## config.mk

```make
export PLATFORM = sky130hd
export DESIGN_NAME = ip_wb_bridge_flat
export DESIGN_NICKNAME = d
export VERILOG_FILES = /design/src/rtl/ip_wb_bridge_if.sv /design/src/rtl/ip_wb_bridge.sv /design/src/flat_wrapper.sv
export SDC_FILE = /design/constraint.sdc
export NUM_CORES = 1
export LEC_CHECK = 0
export BUFFER_PORTS_ARGS = -buffer_cell sky130_fd_sc_hd__buf_2
export CAP_MARGIN = 20
export CORE_MARGIN = 3
export CORE_UTILIZATION = 59
export CTS_CLUSTER_DIAMETER = 200
export DETAILED_ROUTE_END_ITERATION = 12
export PLACE_DENSITY = 0.9
export SLEW_MARGIN = 0
export SYNTH_ARGS = -nofsm -noshare
export SYNTH_HDL_FRONTEND = slang
export SYNTH_SLANG_ARGS = --single-unit
```

## constraint.sdc

```tcl
create_clock -name clk -period 5.75 [get_ports clk]
set_input_delay 0.8625 -clock clk [delete_from_list [all_inputs] [get_ports clk]]
set_output_delay 0.8625 -clock clk [all_outputs]
set_load 0.005 [all_outputs]
```

## src/rtl/ip_wb_bridge_if.sv

```systemverilog
// Bus bundle between the MEM/WB write-back stage, the bridge FIFO and the IP accelerator.
// The slave modport is the bridge view; the master modport is the pipeline/IP-side view.
interface ip_wb_bridge_if #(
  parameter int DATA_W = 32,
  parameter int DEPTH  = 8
);
  logic                     wb_write;
  logic [DATA_W-1:0]        wb_data;
  logic                     flush;
  logic                     stall;
  logic                     ip_valid;
  logic [DATA_W-1:0]        ip_data;
  logic                     ip_last;
  logic                     ip_ready;
  logic [$clog2(DEPTH):0]   fifo_count;
  logic [15:0]              burst_cnt;
  logic                     ovf;

  modport slave (
    input  wb_write, wb_data, flush, ip_ready,
    output stall, ip_valid, ip_data, ip_last, fifo_count, burst_cnt, ovf
  );

  modport master (
    output wb_write, wb_data, flush, ip_ready,
    input  stall, ip_valid, ip_data, ip_last, fifo_count, burst_cnt, ovf
  );
endinterface

```

## src/rtl/ip_wb_bridge.sv

```systemverilog
// IP-mode write-back bridge: FIFO of retired words streamed to the IP in fixed bursts.
// Define IP_WB_OVF_DET_EN to latch a sticky ovf flag on a dropped push.
module ip_wb_bridge #(
  parameter int DATA_W    = 32,
  parameter int DEPTH     = 8,
  parameter int BURST_LEN = 4,
  parameter int AF_MARGIN = 3
) (
  input  logic             clk,
  input  logic             rst,
  ip_wb_bridge_if.slave    bus
);
  localparam int PTR_W  = $clog2(DEPTH);
  localparam int CNT_W  = PTR_W + 1;
  localparam int BEAT_W = (BURST_LEN > 1) ? $clog2(BURST_LEN) : 1;

  typedef enum logic {S_IDLE, S_BURST} state_t;

  logic [DATA_W-1:0] r_mem [DEPTH];
  logic [PTR_W-1:0]  r_wr_ptr, r_rd_ptr;
  logic [CNT_W-1:0]  r_count;
  state_t            r_state, w_state_nxt;
  logic [BEAT_W-1:0] r_beat, w_beat_nxt;
  logic [15:0]       r_burst_cnt;
  logic              w_burst_done;
  logic              w_full, w_valid, w_push, w_pop, w_ovf;

  assign w_full  = (r_count == CNT_W'(DEPTH));
  assign w_valid = (r_count != '0);
  assign w_push  = bus.wb_write && !w_full && !bus.flush;
  assign w_pop   = w_valid && bus.ip_ready && !bus.flush;

  // Mem is not reset; the head is masked to zero whenever the FIFO is empty.
  always_ff @(posedge clk)
    if (w_push) r_mem[r_wr_ptr] <= bus.wb_data;

  always_ff @(posedge clk or posedge rst) begin
    if (rst) begin
      r_wr_ptr <= '0;
      r_rd_ptr <= '0;
      r_count  <= '0;
    end else if (bus.flush) begin
      r_wr_ptr <= '0;
      r_rd_ptr <= '0;
      r_count  <= '0;
    end else begin
      if (w_push) r_wr_ptr <= r_wr_ptr + PTR_W'(1);
      if (w_pop)  r_rd_ptr <= r_rd_ptr + PTR_W'(1);
      case ({w_push, w_pop})
        2'b10:   r_count <= r_count + CNT_W'(1);
        2'b01:   r_count <= r_count - CNT_W'(1);
        default: r_count <= r_count;
      endcase
    end
  end

  always_ff @(posedge clk or posedge rst) begin
    if (rst) begin
      r_state     <= S_IDLE;
      r_beat      <= '0;
      r_burst_cnt <= '0;
    end else begin
      r_state <= w_state_nxt;
      r_beat  <= w_beat_nxt;
      if (w_burst_done) r_burst_cnt <= r_burst_cnt + 16'd1;
    end
  end

  // With BURST_LEN==1 beat is always at its last value, so every pop completes a burst.
  always_comb begin
    w_state_nxt  = r_state;
    w_beat_nxt   = r_beat;
    w_burst_done = 1'b0;
    if (bus.flush) begin
      w_state_nxt = S_IDLE;
      w_beat_nxt  = '0;
    end else if (w_pop) begin
      if (r_beat == BEAT_W'(BURST_LEN - 1)) begin
        w_state_nxt  = S_IDLE;
        w_beat_nxt   = '0;
        w_burst_done = 1'b1;
      end else begin
        w_state_nxt = S_BURST;
        w_beat_nxt  = r_beat + BEAT_W'(1);
      end
    end
  end

`ifdef IP_WB_OVF_DET_EN
  logic w_drop;
  logic r_ovf;
  assign w_drop = bus.wb_write && w_full && !bus.flush;

  always_ff @(posedge clk or posedge rst) begin
    if (rst)         r_ovf <= 1'b0;
    else if (w_drop) r_ovf <= 1'b1;
  end
  assign w_ovf = r_ovf;

`ifndef SYNTHESIS
  always @(posedge clk)
    if (!rst && w_drop) $error("ip_wb_bridge: push dropped, FIFO full");
`endif
`else
  assign w_ovf = 1'b0;
`endif

  assign bus.stall      = (r_count >= CNT_W'(DEPTH - AF_MARGIN));
  assign bus.ip_valid   = w_valid;
  assign bus.ip_data    = w_valid ? r_mem[r_rd_ptr] : '0;
  assign bus.ip_last    = w_valid && (r_beat == BEAT_W'(BURST_LEN - 1));
  assign bus.fifo_count = r_count;
  assign bus.burst_cnt  = r_burst_cnt;
  assign bus.ovf        = w_ovf;
endmodule
```

## src/flat_wrapper.sv

```systemverilog
// flat-port wrapper written by rule: the top's interface ports become plain ports
module ip_wb_bridge_flat 
#(
  parameter int DATA_W    = 32,
  parameter int DEPTH     = 8,
  parameter int BURST_LEN = 4,
  parameter int AF_MARGIN = 3
)
  (clk, rst, bus_wb_write, bus_wb_data, bus_flush, bus_ip_ready, bus_stall, bus_ip_valid, bus_ip_data, bus_ip_last, bus_fifo_count, bus_burst_cnt, bus_ovf);
  ip_wb_bridge_if #(.DATA_W(DATA_W), .DEPTH(DEPTH)) bus_i ();
  input  logic clk;
  input  logic rst;
  input wire logic [$bits(bus_i.wb_write)-1:0] bus_wb_write;
  input wire logic [$bits(bus_i.wb_data)-1:0] bus_wb_data;
  input wire logic [$bits(bus_i.flush)-1:0] bus_flush;
  input wire logic [$bits(bus_i.ip_ready)-1:0] bus_ip_ready;
  output wire logic [$bits(bus_i.stall)-1:0] bus_stall;
  output wire logic [$bits(bus_i.ip_valid)-1:0] bus_ip_valid;
  output wire logic [$bits(bus_i.ip_data)-1:0] bus_ip_data;
  output wire logic [$bits(bus_i.ip_last)-1:0] bus_ip_last;
  output wire logic [$bits(bus_i.fifo_count)-1:0] bus_fifo_count;
  output wire logic [$bits(bus_i.burst_cnt)-1:0] bus_burst_cnt;
  output wire logic [$bits(bus_i.ovf)-1:0] bus_ovf;
  assign bus_i.wb_write = bus_wb_write;
  assign bus_i.wb_data = bus_wb_data;
  assign bus_i.flush = bus_flush;
  assign bus_i.ip_ready = bus_ip_ready;
  assign bus_stall = bus_i.stall;
  assign bus_ip_valid = bus_i.ip_valid;
  assign bus_ip_data = bus_i.ip_data;
  assign bus_ip_last = bus_i.ip_last;
  assign bus_fifo_count = bus_i.fifo_count;
  assign bus_burst_cnt = bus_i.burst_cnt;
  assign bus_ovf = bus_i.ovf;
  ip_wb_bridge #(.DATA_W(DATA_W), .DEPTH(DEPTH), .BURST_LEN(BURST_LEN), .AF_MARGIN(AF_MARGIN)) u_core (.clk(clk), .rst(rst), .bus(bus_i));
endmodule
```

==> impl_metrics.toml <==
[critical_path]
worstPathMaxFanout = 51
critical-path-top-delay-family = "flip-flops"
arrival_ns = 3.15
startpoint = "u_core.r_rd_ptr[0]"
crit_chain = "buf_4, mux4_2, mux2i_1, nor2_1, buf_2"
crit_cells = 5
required_ns = 4.89
worstReg2RegStart = "u_core.bus.fifo_count[0]"
reg2reg_slack_ns = 2.60
r2r_cells = 8
max_stage_delay_ns = 1.09
timing.critical_path.buf_inv = 2
regToRegEndpoint = "u_core.bus.fifo_count[3]"
endpoint = "bus_ip_data[27]"
slowest_stage = "dfrtp_4"
crit_type = "register to output port"
endpoint_kind = "output port"
startpoint_type = "register"

[clocking]
clock_path_buffers = 3
cts.sinks = 284
clock_latency_ns = 0.54
clockRootBuffer = "clkbuf_16"
cts_made_buffers = 28
post_cts_buffers = 0
cts_tree = "done"
h-tree-depth = 1
ctsResizeCount = 0
postCtsHoldBufs = 0
clk_pin_slew_ns = 0.06

[worst_hold_path]
min_path_type = "input pin to asynchronous set/reset pin"

[timing]
fin_tns_setup_ns = 0
fin_crit_ns = 4.009
final-setup-viol-count = 0
skew_ns = 0.007626
grt_setup_unrepaired = "no"
max_slew_margin_pct = 32.35
drv_slew = 0
hold_violations = 0
post-route-period-util_pct = 69.72
worst-slew-pin-transition_ns = 1.012
max_freq_mhz = 249.5

[synthesis]
synthesis.area_um2 = 11320
ys_seq_area_share_pct = 74.13
netlist-cell-type-count = 48
synth.avg_cell_area_um2 = 19.82
ys_ff_latch = 284
yosys_warnings = 0
synth_fp_nets = 614
syn-instance-count = 571

[pwr]
power.density_nw_per_um2 = 405.7
p_leak_nw = 4.460
p_int_mw = 3.912
comb_power_share_pct = 18.7
vdd_drop_max_uv = 309.5
clockPowerShare_pct = 35.0
seq_power_share_pct = 46.3
p_switching_mw = 1.382
p_total_mw = 5.294
p_sw_share_pct = 26.10

[floorplanning]
die_h_um = 144.5
die_area_um2 = 20880
core_area_um2 = 18770
die_width_um = 144.5
initial_core_util_pct = 60.29
io_pins = 93
placementRows = 50

[cells_and_area]
final_layout_size_suffix_gt1_share_pct = 33.81
antenna_cells = 0
post-route-util_pct = 69.52
fin_nets = 720
synthToLayoutAreaGrowth_pct = 15.30
multi_input_area_um2 = 2811
register_area_um2 = 8394
nFillCells = 1131

[run]
maxCapViolCount = 0

[routing]
viasPerCell = 6.196
via_count = 5775
drtAntennaViolNets = 0
wl_um = 22960
wl_per_cell_um = 24.63
drt_iter0_drc = 464
drc = 0
dr.pass1.iters = 5

[place]
io_buffer_count = 91
dp_hpwl_um = 12860
gp_congestion = 0.8085

[global_route]
grt.total_usage_pct = 22.42
overflow = 0
antenna_found_initial = 2
grt_pass1_vias = 6008
grt_max_degree = 52
grt_pass1_wl_um = 34870

[run_status]
status = "finished clean"
## cells in the final DEF (no fill, tap or decap), types with 9 or more instances in the layout
master	n
nand3_1	9
mux2i_1	33
xnor2_1	17
mux4_2	64
nor2_1	49
clkbuf_16	28
edfxtp_1	256
buf_4	13
buf_2	91
dfrtp_1	25
nand2_1	16
## how the worst min path moves through the flow
stage | from | end
after floorplan | u_core.bus.burst_cnt[15] | u_core.bus.burst_cnt[15]
final | rst | u_core.bus.burst_cnt[15]
after CTS | u_core.bus.burst_cnt[15] | u_core.bus.burst_cnt[15]
after global placement | u_core.bus.burst_cnt[15] | u_core.bus.burst_cnt[15]
after detailed placement | u_core.bus.burst_cnt[15] | u_core.bus.burst_cnt[15]
after global routing | rst | u_core.bus.burst_cnt[15]
## power by group through the flow
stage	sequential (mW)	combinational (mW)	clock, mW
after global placement	2.48	0.959	0
after CTS	2.45	1.00	1.88
after global routing	2.47	1.08	1.96
after detailed placement	2.49	0.995	0
after floorplan	2.40	0.710	0
final	2.45	0.989	1.85
## per-stage QoR
stage	hold slack, ns	area, um2	std cells	setup slack, ns
floorplan	0.4684	11320	571	0.8201
global placement	0.4564	12070	880	2.310
detailed placement	0.4654	12070	880	2.249
CTS	0.4779	13020	931	1.659
global route	0.3093	13050	932	1.456
finish	0.2904	13050	932	1.741
## layer usage
metal | wire [um] | track usage (%) | up-vias
met2 | 11870 | 37.99 | 273
met5 | 21 | 0 | -
met1 | 8715 | 29.56 | 2938
met3 | 1633 | 4.398 | 60
met4 | 719 | 7.757 | 4
li1 | - | - | 2500
## cells by family (layout without fill, tap and decap cells)
family          count (synthesis)  after routing  share of synthesized area, %
buf+inv                        34            161                         1.349
mux                            98             98                         15.76
xor+xnor                       23             23                         1.847
other cells                     1              1                       0.03314
flops                         284            284                         74.13
compound gates                 22             22                         1.648
fa+ha+maj                       6              6                        0.6634
simple gates                  103            103                         4.578
## flip-flops by register name, indices dropped and copies added (netlist names)
name	cells
u_core.r_beat	2
u_core.bus.fifo_count	4
u_core.bus.burst_cnt	16
u_core.r_rd_ptr	3
u_core.r_wr_ptr	3
u_core.r_mem	256
## Yosys cell counts, drive strengths merged
master   instances  area (um2)
mux2i           33       330.3
nand3           10       55.05
and2             1       6.260
dfrtp           28       700.7
ha               6       75.07
o2111ai          1       8.760
conb             1       3.750
clkbuf          14       52.55
o211ai           1       7.510
a21oi            7       35.03
or2              1       6.260
inv              5       18.77
or3              1       11.26
mux2             1       11.26
nand4            5       31.28
nor3b            4       30.03
nor3             6       51.30
a21o             2       15.01
or4              1       7.510
nand2           16       60.06
edfxtp         256        7687
o221ai           1       8.760
o21a             1       15.01
xor2             5       43.79
mux4            64        1441
nor2            51       198.9
and4             2       17.52
xnor2           18       165.2
nor2b            1       6.260
and3b            2       17.52
a2111oi          3       26.28
o41ai            2       36.29
buf             15       81.32
o21ai            3       26.28
a21boi           1       7.510
nor4             2       18.77
## layout make-up
cell class | count | area share [%]
Clock buffer | 32 | 5.485
Clock inverter | 19 | 1.793
Inverter | 5 | 0.1438
Multi-Input combinational cell | 253 | 21.55
Sequential cell | 284 | 64.34
Tap cell | 234 | 2.244
Timing Repair Buffer | 105 | 4.450
No activity file was read; power rests on OpenSTA's default activity.
